==> src/rtl/gnn_pkg.sv <==
// Shared sizing, frame layout and loader state encoding for the gnn input loader.
package gnn_pkg;

  localparam int WORD_W      = 16;
  localparam int N_NODE      = 4;
  localparam int N_FEAT      = 4;
  localparam int N_HID       = 4;
  localparam int N_OUT       = 2;
  localparam int FRAME_WORDS = 40;

  localparam int X_WORDS  = N_NODE * N_FEAT;
  localparam int W1_WORDS = N_FEAT * N_HID;
  localparam int W2_WORDS = N_HID * N_OUT;

  localparam int X_W     = X_WORDS * WORD_W;
  localparam int W1_W    = W1_WORDS * WORD_W;
  localparam int W2_W    = W2_WORDS * WORD_W;
  localparam int STAGE_W = FRAME_WORDS * WORD_W;

  localparam int CNT_W    = $clog2(FRAME_WORDS);
  localparam int SLOT_SH  = $clog2(WORD_W);
  localparam int RDY_W    = 2 * N_NODE;
  localparam int TMR_W    = 16;

  typedef enum logic [1:0] {
    ST_LOAD = 2'd0,
    ST_RUN  = 2'd1,
    ST_GAP  = 2'd2
  } state_t;

  function automatic logic all_ready(input logic [RDY_W-1:0] rdy);
    return &rdy;
  endfunction

endpackage

==> src/rtl/gnn_frame_cnt.sv <==
// Word index within a frame; flags the clean final word and framing errors.
module gnn_frame_cnt
  import gnn_pkg::*;
(
  input  logic             clk,
  input  logic             rst,
  input  logic             accept,
  input  logic             last,
  output logic [CNT_W-1:0] idx,
  output logic             frame_done,
  output logic             frame_bad
);

  logic at_end;

  assign at_end     = (idx == CNT_W'(FRAME_WORDS - 1));
  assign frame_done = accept && at_end && last;
  // s_last must coincide exactly with the final word; either mismatch is an error
  assign frame_bad  = accept && (at_end != last);

  always_ff @(posedge clk) begin
    if (rst) begin
      idx <= '0;
    end else if (frame_done || frame_bad) begin
      idx <= '0;
    end else if (accept) begin
      idx <= idx + 1'b1;
    end
  end

endmodule

==> src/rtl/gnn_in_loader.sv <==
// Streams 40-word frames into a staging buffer and hands them to the gnn core,
// sequencing in_ready through LOAD / RUN / GAP with a bounded RUN phase.
//
//   state   | meaning
//   --------+-----------------------------------------------------------
//   ST_LOAD | waiting for a complete frame (streamed or already staged)
//   ST_RUN  | in_ready high; waiting for all result flags or timeout
//   ST_GAP  | single idle cycle with in_ready low before next load
module gnn_in_loader
  import gnn_pkg::*;
#(
  parameter int TIMEOUT = 64
) (
  input  logic              clk,
  input  logic              rst,
  input  logic [WORD_W-1:0] s_data,
  input  logic              s_valid,
  input  logic              s_last,
  output logic              s_ready,
  input  logic [RDY_W-1:0]  out_rdy,
  output logic [X_W-1:0]    x_flat,
  output logic [W1_W-1:0]   w1_flat,
  output logic [W2_W-1:0]   w2_flat,
  output logic              in_ready,
  output logic              frame_err,
  output logic              timeout
);

  state_t             state_q, state_d;
  logic [STAGE_W-1:0] stage_q, stage_wr;
  logic               stage_full_q;
  logic [TMR_W-1:0]   tmr_q;
  logic               run_first_q;
  logic [X_W-1:0]     x_q;
  logic [W1_W-1:0]    w1_q;
  logic [W2_W-1:0]    w2_q;
  logic               in_ready_q, frame_err_q, timeout_q;

  logic               accept;
  logic [CNT_W-1:0]   idx;
  logic               frame_done, frame_bad;
  logic               commit, set_full, tmo_hit, run_enter;

  assign s_ready = !stage_full_q;
  assign accept  = s_valid && s_ready;

  gnn_frame_cnt u_frame_cnt (
    .clk        (clk),
    .rst        (rst),
    .accept     (accept),
    .last       (s_last),
    .idx        (idx),
    .frame_done (frame_done),
    .frame_bad  (frame_bad)
  );

  // Staging with the current word merged in, so a LOAD-state commit on word 39
  // already carries that word.
  always_comb begin
    stage_wr = stage_q;
    if (accept) begin
      stage_wr[{idx, {SLOT_SH{1'b0}}} +: WORD_W] = s_data;
    end
  end

  always_comb begin
    state_d  = state_q;
    commit   = 1'b0;
    tmo_hit  = 1'b0;
    set_full = 1'b0;
    case (state_q)
      ST_LOAD: begin
        if (stage_full_q || frame_done) begin
          commit  = 1'b1;
          state_d = ST_RUN;
        end
      end
      ST_RUN: begin
        set_full = frame_done;
        if (!run_first_q && all_ready(out_rdy)) begin
          state_d = ST_GAP;
        end else if (tmr_q == '0) begin
          tmo_hit = 1'b1;
          state_d = ST_GAP;
        end
      end
      ST_GAP: begin
        set_full = frame_done;
        state_d  = ST_LOAD;
      end
      default: begin
        state_d = ST_LOAD;
      end
    endcase
  end

  assign run_enter = (state_q != ST_RUN) && (state_d == ST_RUN);

  always_ff @(posedge clk) begin
    if (rst) begin
      state_q      <= ST_LOAD;
      stage_q      <= '0;
      stage_full_q <= 1'b0;
      tmr_q        <= '0;
      run_first_q  <= 1'b0;
      x_q          <= '0;
      w1_q         <= '0;
      w2_q         <= '0;
      in_ready_q   <= 1'b0;
      frame_err_q  <= 1'b0;
      timeout_q    <= 1'b0;
    end else begin
      state_q     <= state_d;
      stage_q     <= stage_wr;
      run_first_q <= run_enter;
      in_ready_q  <= (state_d == ST_RUN);
      frame_err_q <= frame_bad;
      timeout_q   <= tmo_hit;

      if (set_full) begin
        stage_full_q <= 1'b1;
      end else if (commit) begin
        stage_full_q <= 1'b0;
      end

      // Down-counter: RUN cycle n sees TIMEOUT-1-n, so zero marks the last allowed cycle
      if (run_enter) begin
        tmr_q <= TMR_W'(TIMEOUT - 1);
      end else if (state_q == ST_RUN && tmr_q != '0) begin
        tmr_q <= tmr_q - 1'b1;
      end

      if (commit) begin
        x_q  <= stage_wr[0 +: X_W];
        w1_q <= stage_wr[X_W +: W1_W];
        w2_q <= stage_wr[X_W + W1_W +: W2_W];
      end
    end
  end

  assign x_flat    = x_q;
  assign w1_flat   = w1_q;
  assign w2_flat   = w2_q;
  assign in_ready  = in_ready_q;
  assign frame_err = frame_err_q;
  assign timeout   = timeout_q;

endmodule

==> config.mk <==
export PLATFORM = sky130hd
export DESIGN_NAME = gnn_in_loader
export DESIGN_NICKNAME = d
export VERILOG_FILES = /design/src/rtl/gnn_pkg.sv /design/src/rtl/gnn_frame_cnt.sv /design/src/rtl/gnn_in_loader.sv
export SDC_FILE = /design/constraint.sdc
export NUM_CORES = 2
export LEC_CHECK = 0
export ABC_AREA = 1
export BUFFER_PORTS_ARGS = -buffer_cell sky130_fd_sc_hd__buf_4
export CAP_MARGIN = 15
export CORE_UTILIZATION = 52
export DETAILED_ROUTE_END_ITERATION = 8
export GPL_TIMING_DRIVEN = 0
export PLACE_DENSITY_LB_ADDON = 0.08
export SLEW_MARGIN = 5
export SYNTH_ARGS = -nofsm -noshare
export SYNTH_HDL_FRONTEND = slang
export SYNTH_SLANG_ARGS = --single-unit
==> constraint.sdc <==
create_clock -name clk -period 2.55 [get_ports clk]
set_clock_uncertainty 0.15 [all_clocks]
set_input_delay 0.1275 -clock clk [delete_from_list [all_inputs] [get_ports clk]]
set_output_delay 0.1275 -clock clk [all_outputs]
set_load 0.02 [all_outputs]
==> impl_metrics.ini <==
[timing]
setup_slack_ns = -0.330
timing.hold.ws_ns = 0.110
fmax_mhz = 347
finalCritPeriodShare_pct = 113
hold_viol = 0
max-slew-margin-rel_pct = 6.58
fin_crit_ns = 2.88
tightest_slew_ns = 1.40
slew_viol_final = 0
finalSetupViolations = 539
grt_setup_unrepaired = yes

[critical_path]
slowest_stage = buf_1
crit_path_end_kind = register
reg2reg_depth = 13
arrival_ns = 3.44
critPathRequiredTime_ns = 3.11
crit_top_cell = inv_1
critPathMaxStageDelay_ns = 0.95
crit_type = primary input to register
cp_max_fo = 8
cp-start-kind = primary input
path_cells = buf_1 > inv_1 > nor3_4 > inv_1 > nor2_4 > buf_4 > nand3_1 > nand3_1 > nand2_1 > inv_1

[floorplanning]
initial_utilization_pct = 52.6
dieArea_um2 = 101000
core_um2 = 98700
die_h_um = 318
pin_count = 672
fp.dieW_um = 318
core.rowCount = 115

[grt]
globalRouteTotalUtil_pct = 43.0
grt_pass1_vias = 48800
grt_start_max_net_pins = 17
grt_pass1_wl_mm = 320
overflow = 0
antenna_found_initial = 13

[layout]
stdcell_area_um2 = 71400
fin_nets = 8401
synthToLayoutAreaGrowth_pct = 37.5
fin_cells = 9764
drive_gt1_share_pct = 23.3
fin_util_pct = 72.4

[power]
peakVddDrop_v = 0.000588
p_leak_nw = 31.5
p_per_area_nw_per_um2 = 609

[synthesis]
synth_nets = 7378
syn-cell-area_um2 = 52000
synth.yosys.seq_area_share_pct = 50.4
syn_inst = 7344
synth-edff-count = 0
async_reset_ff_share_pct = 0
synth_ff_type = dfxtp_1
yosys_warnings = 0
ys_ff_latch = 1309
syn_area_per_cell_um2 = 7.07
synth_cell_types = 33

[placed_design]
routabilityCongestion = 1.02
dp_hpwl_mm = 165
place_area_um2 = 58800
dp_cells = 9306
portBuffers = 665

[run_status]
status = finished, violations left
failed_checks = negative setup slack

[drt]
routed_wl_mm = 235
antenna_left = 0
first_pass_iters = 7
viasPerCell = 5.71
dr_wl_met2_mm = 99.0
vias = 55700
maxUsedRoutingLayer = met5
drcViolationCount = 0
wl_per_cell_um = 24.1
dr_wl_met3_mm = 29.7
m1WireLength_mm = 87.1
drt_iter0_markers = 7411

[clock_tree]
cts.clk_slew.worst_paths_ns = 0.07
cts_root_buf = clkbuf_16
clockBufferDepth = 3
insertion_delay_ns = 0.76
cts_max_level = 4
cts_tree = done
cts_num_sinks = 1309
numCtsBuffers = 137

[min_path]
hp-class = primary input to register
holdPathStages = 5

[run]
cap_viol_max_count = 0
-- layout make-up --
type,count,area (um2)
Fill cell,8028,27300
Sequential cell,1309,26200
Multi-Input combinational cell,4783,24000
Timing Repair Buffer,890,8040
Clock buffer,209,4170
Buffer,492,4120
Inverter,754,2890
Tap cell,1287,1610
Clock inverter,31,325
Antenna cell,9,22.5
-- state kept, by name, indices dropped and copies added, names as in the netlist --
name             cells
stage_q            640
w1_flat            256
x_flat             256
w2_flat            128
tmr_q               16
u_frame_cnt.idx      6
state_q              2
frame_err            1
in_ready             1
run_first_q          1
stage_full_q         1
timeout              1
-- routing by layer --
layer  track usage [%]  vias to the layer above
li1                  -                    25300
met1              52.2                    26100
met2              63.5                     3452
met3              15.2                      893
met4              30.0                        8
met5                 0                        -
-- cells by family (layout without fill, tap and decap cells) --
kind of cell,Yosys count,count (layout),share of synthesized area (%)
xor gates and xnor gates,14,14,0.265
other,0,9,0
adders and majority gates,6,6,0.144
muxes,2,2,0.0385
DFF,1309,1309,50.4
and+or+nand+nor,3899,3899,31.3
buffers and inverters,1252,2376,9.43
AOI/OAI and AO/OA,862,862,8.35
-- metrics by stage --
step                setup WS (ns)  setup TNS [ns]  power (W)
detailed placement          -2.17        -1625.63     0.0228
CTS                       -0.0533          -0.461     0.0431
global route               -0.168          -37.55     0.0443
floorplan                -0.00216         -0.0216     0.0218
finish                     -0.330          -33.07     0.0435
global placement            -2.07        -1609.02     0.0227
-- path summary, 6_finish.rpt --
check	startpoint	end	slack (ns)
setup / recovery	s_data[0]	w1_flat[80]	-0.33
hold reg to reg	stage_q[38]	stage_q[38]	0.32
hold / removal	rst	w1_flat[12]	0.11
setup reg to reg	u_frame_cnt.idx[1]	x_flat[25]	-0.16
-- synthesized netlist by cell type, drive strengths merged, types with 2 or more instances --
| cell | n | area (um2) |
|---|---|---|
| nand2 | 1521 | 5730 |
| nor2 | 1314 | 4990 |
| dfxtp | 1309 | 26200 |
| nand3 | 873 | 4370 |
| inv | 750 | 2820 |
| a21oi | 633 | 3170 |
| clkbuf | 299 | 1120 |
| o21ai | 221 | 1110 |
| buf | 199 | 946 |
| nand4 | 111 | 694 |
| nor3 | 44 | 230 |
| nand3b | 31 | 233 |
| xor2 | 9 | 86.3 |
| o21bai | 8 | 60.1 |
| ha | 6 | 75.1 |
| xnor2 | 5 | 51.3 |
| clkinv | 4 | 15.0 |
| and2 | 2 | 12.5 |
| mux2i | 2 | 20.0 |
| nor4 | 2 | 12.5 |
-- what timing repair did --
action | in CTS | in global routing
pin swaps | 101 | 165
gates cloned | 5 | 44
hold endpoints to repair | 162 | 7
endpoints found under the setup margin | 1297 | 1137
setup buffers | 93 | 52
hold buffers | 18 | 1
resized for setup | 956 | 641
-- placed cells by master, fill, tap and decap left out, types with 23 or more instances in the layout --
master,instances
nand3_2,152
clkbuf_8,49
buf_12,55
buf_2,23
inv_1,722
clkbuf_4,32
nor2_2,49
clkbuf_1,178
nor2_1,1176
nor3_4,27
nand3_1,687
o21ai_0,217
nand3b_1,31
dfxtp_1,1305
clkbuf_16,190
nand3_4,34
nand4_1,111
nor2_4,89
buf_4,816
buf_8,62
buf_6,82
a21oi_1,618
clkbuf_2,61
nand2_2,70
nand2_1,1373
nand2_4,69
-- worst max-delay path: cells and delay by family --
kind                   cells  cell delay [ns]
AND/OR/NAND/NOR            5             1.06
buffers and inverters      5             2.21
-- report_power, final --
part,internal (W),total (W),switching (W)
clock network,0.0119,0.0204,0.00853
logic,0.000587,0.00267,0.00208
registers,0.0205,0.0205,0.0000123
(Power assumes the default switching activity.)
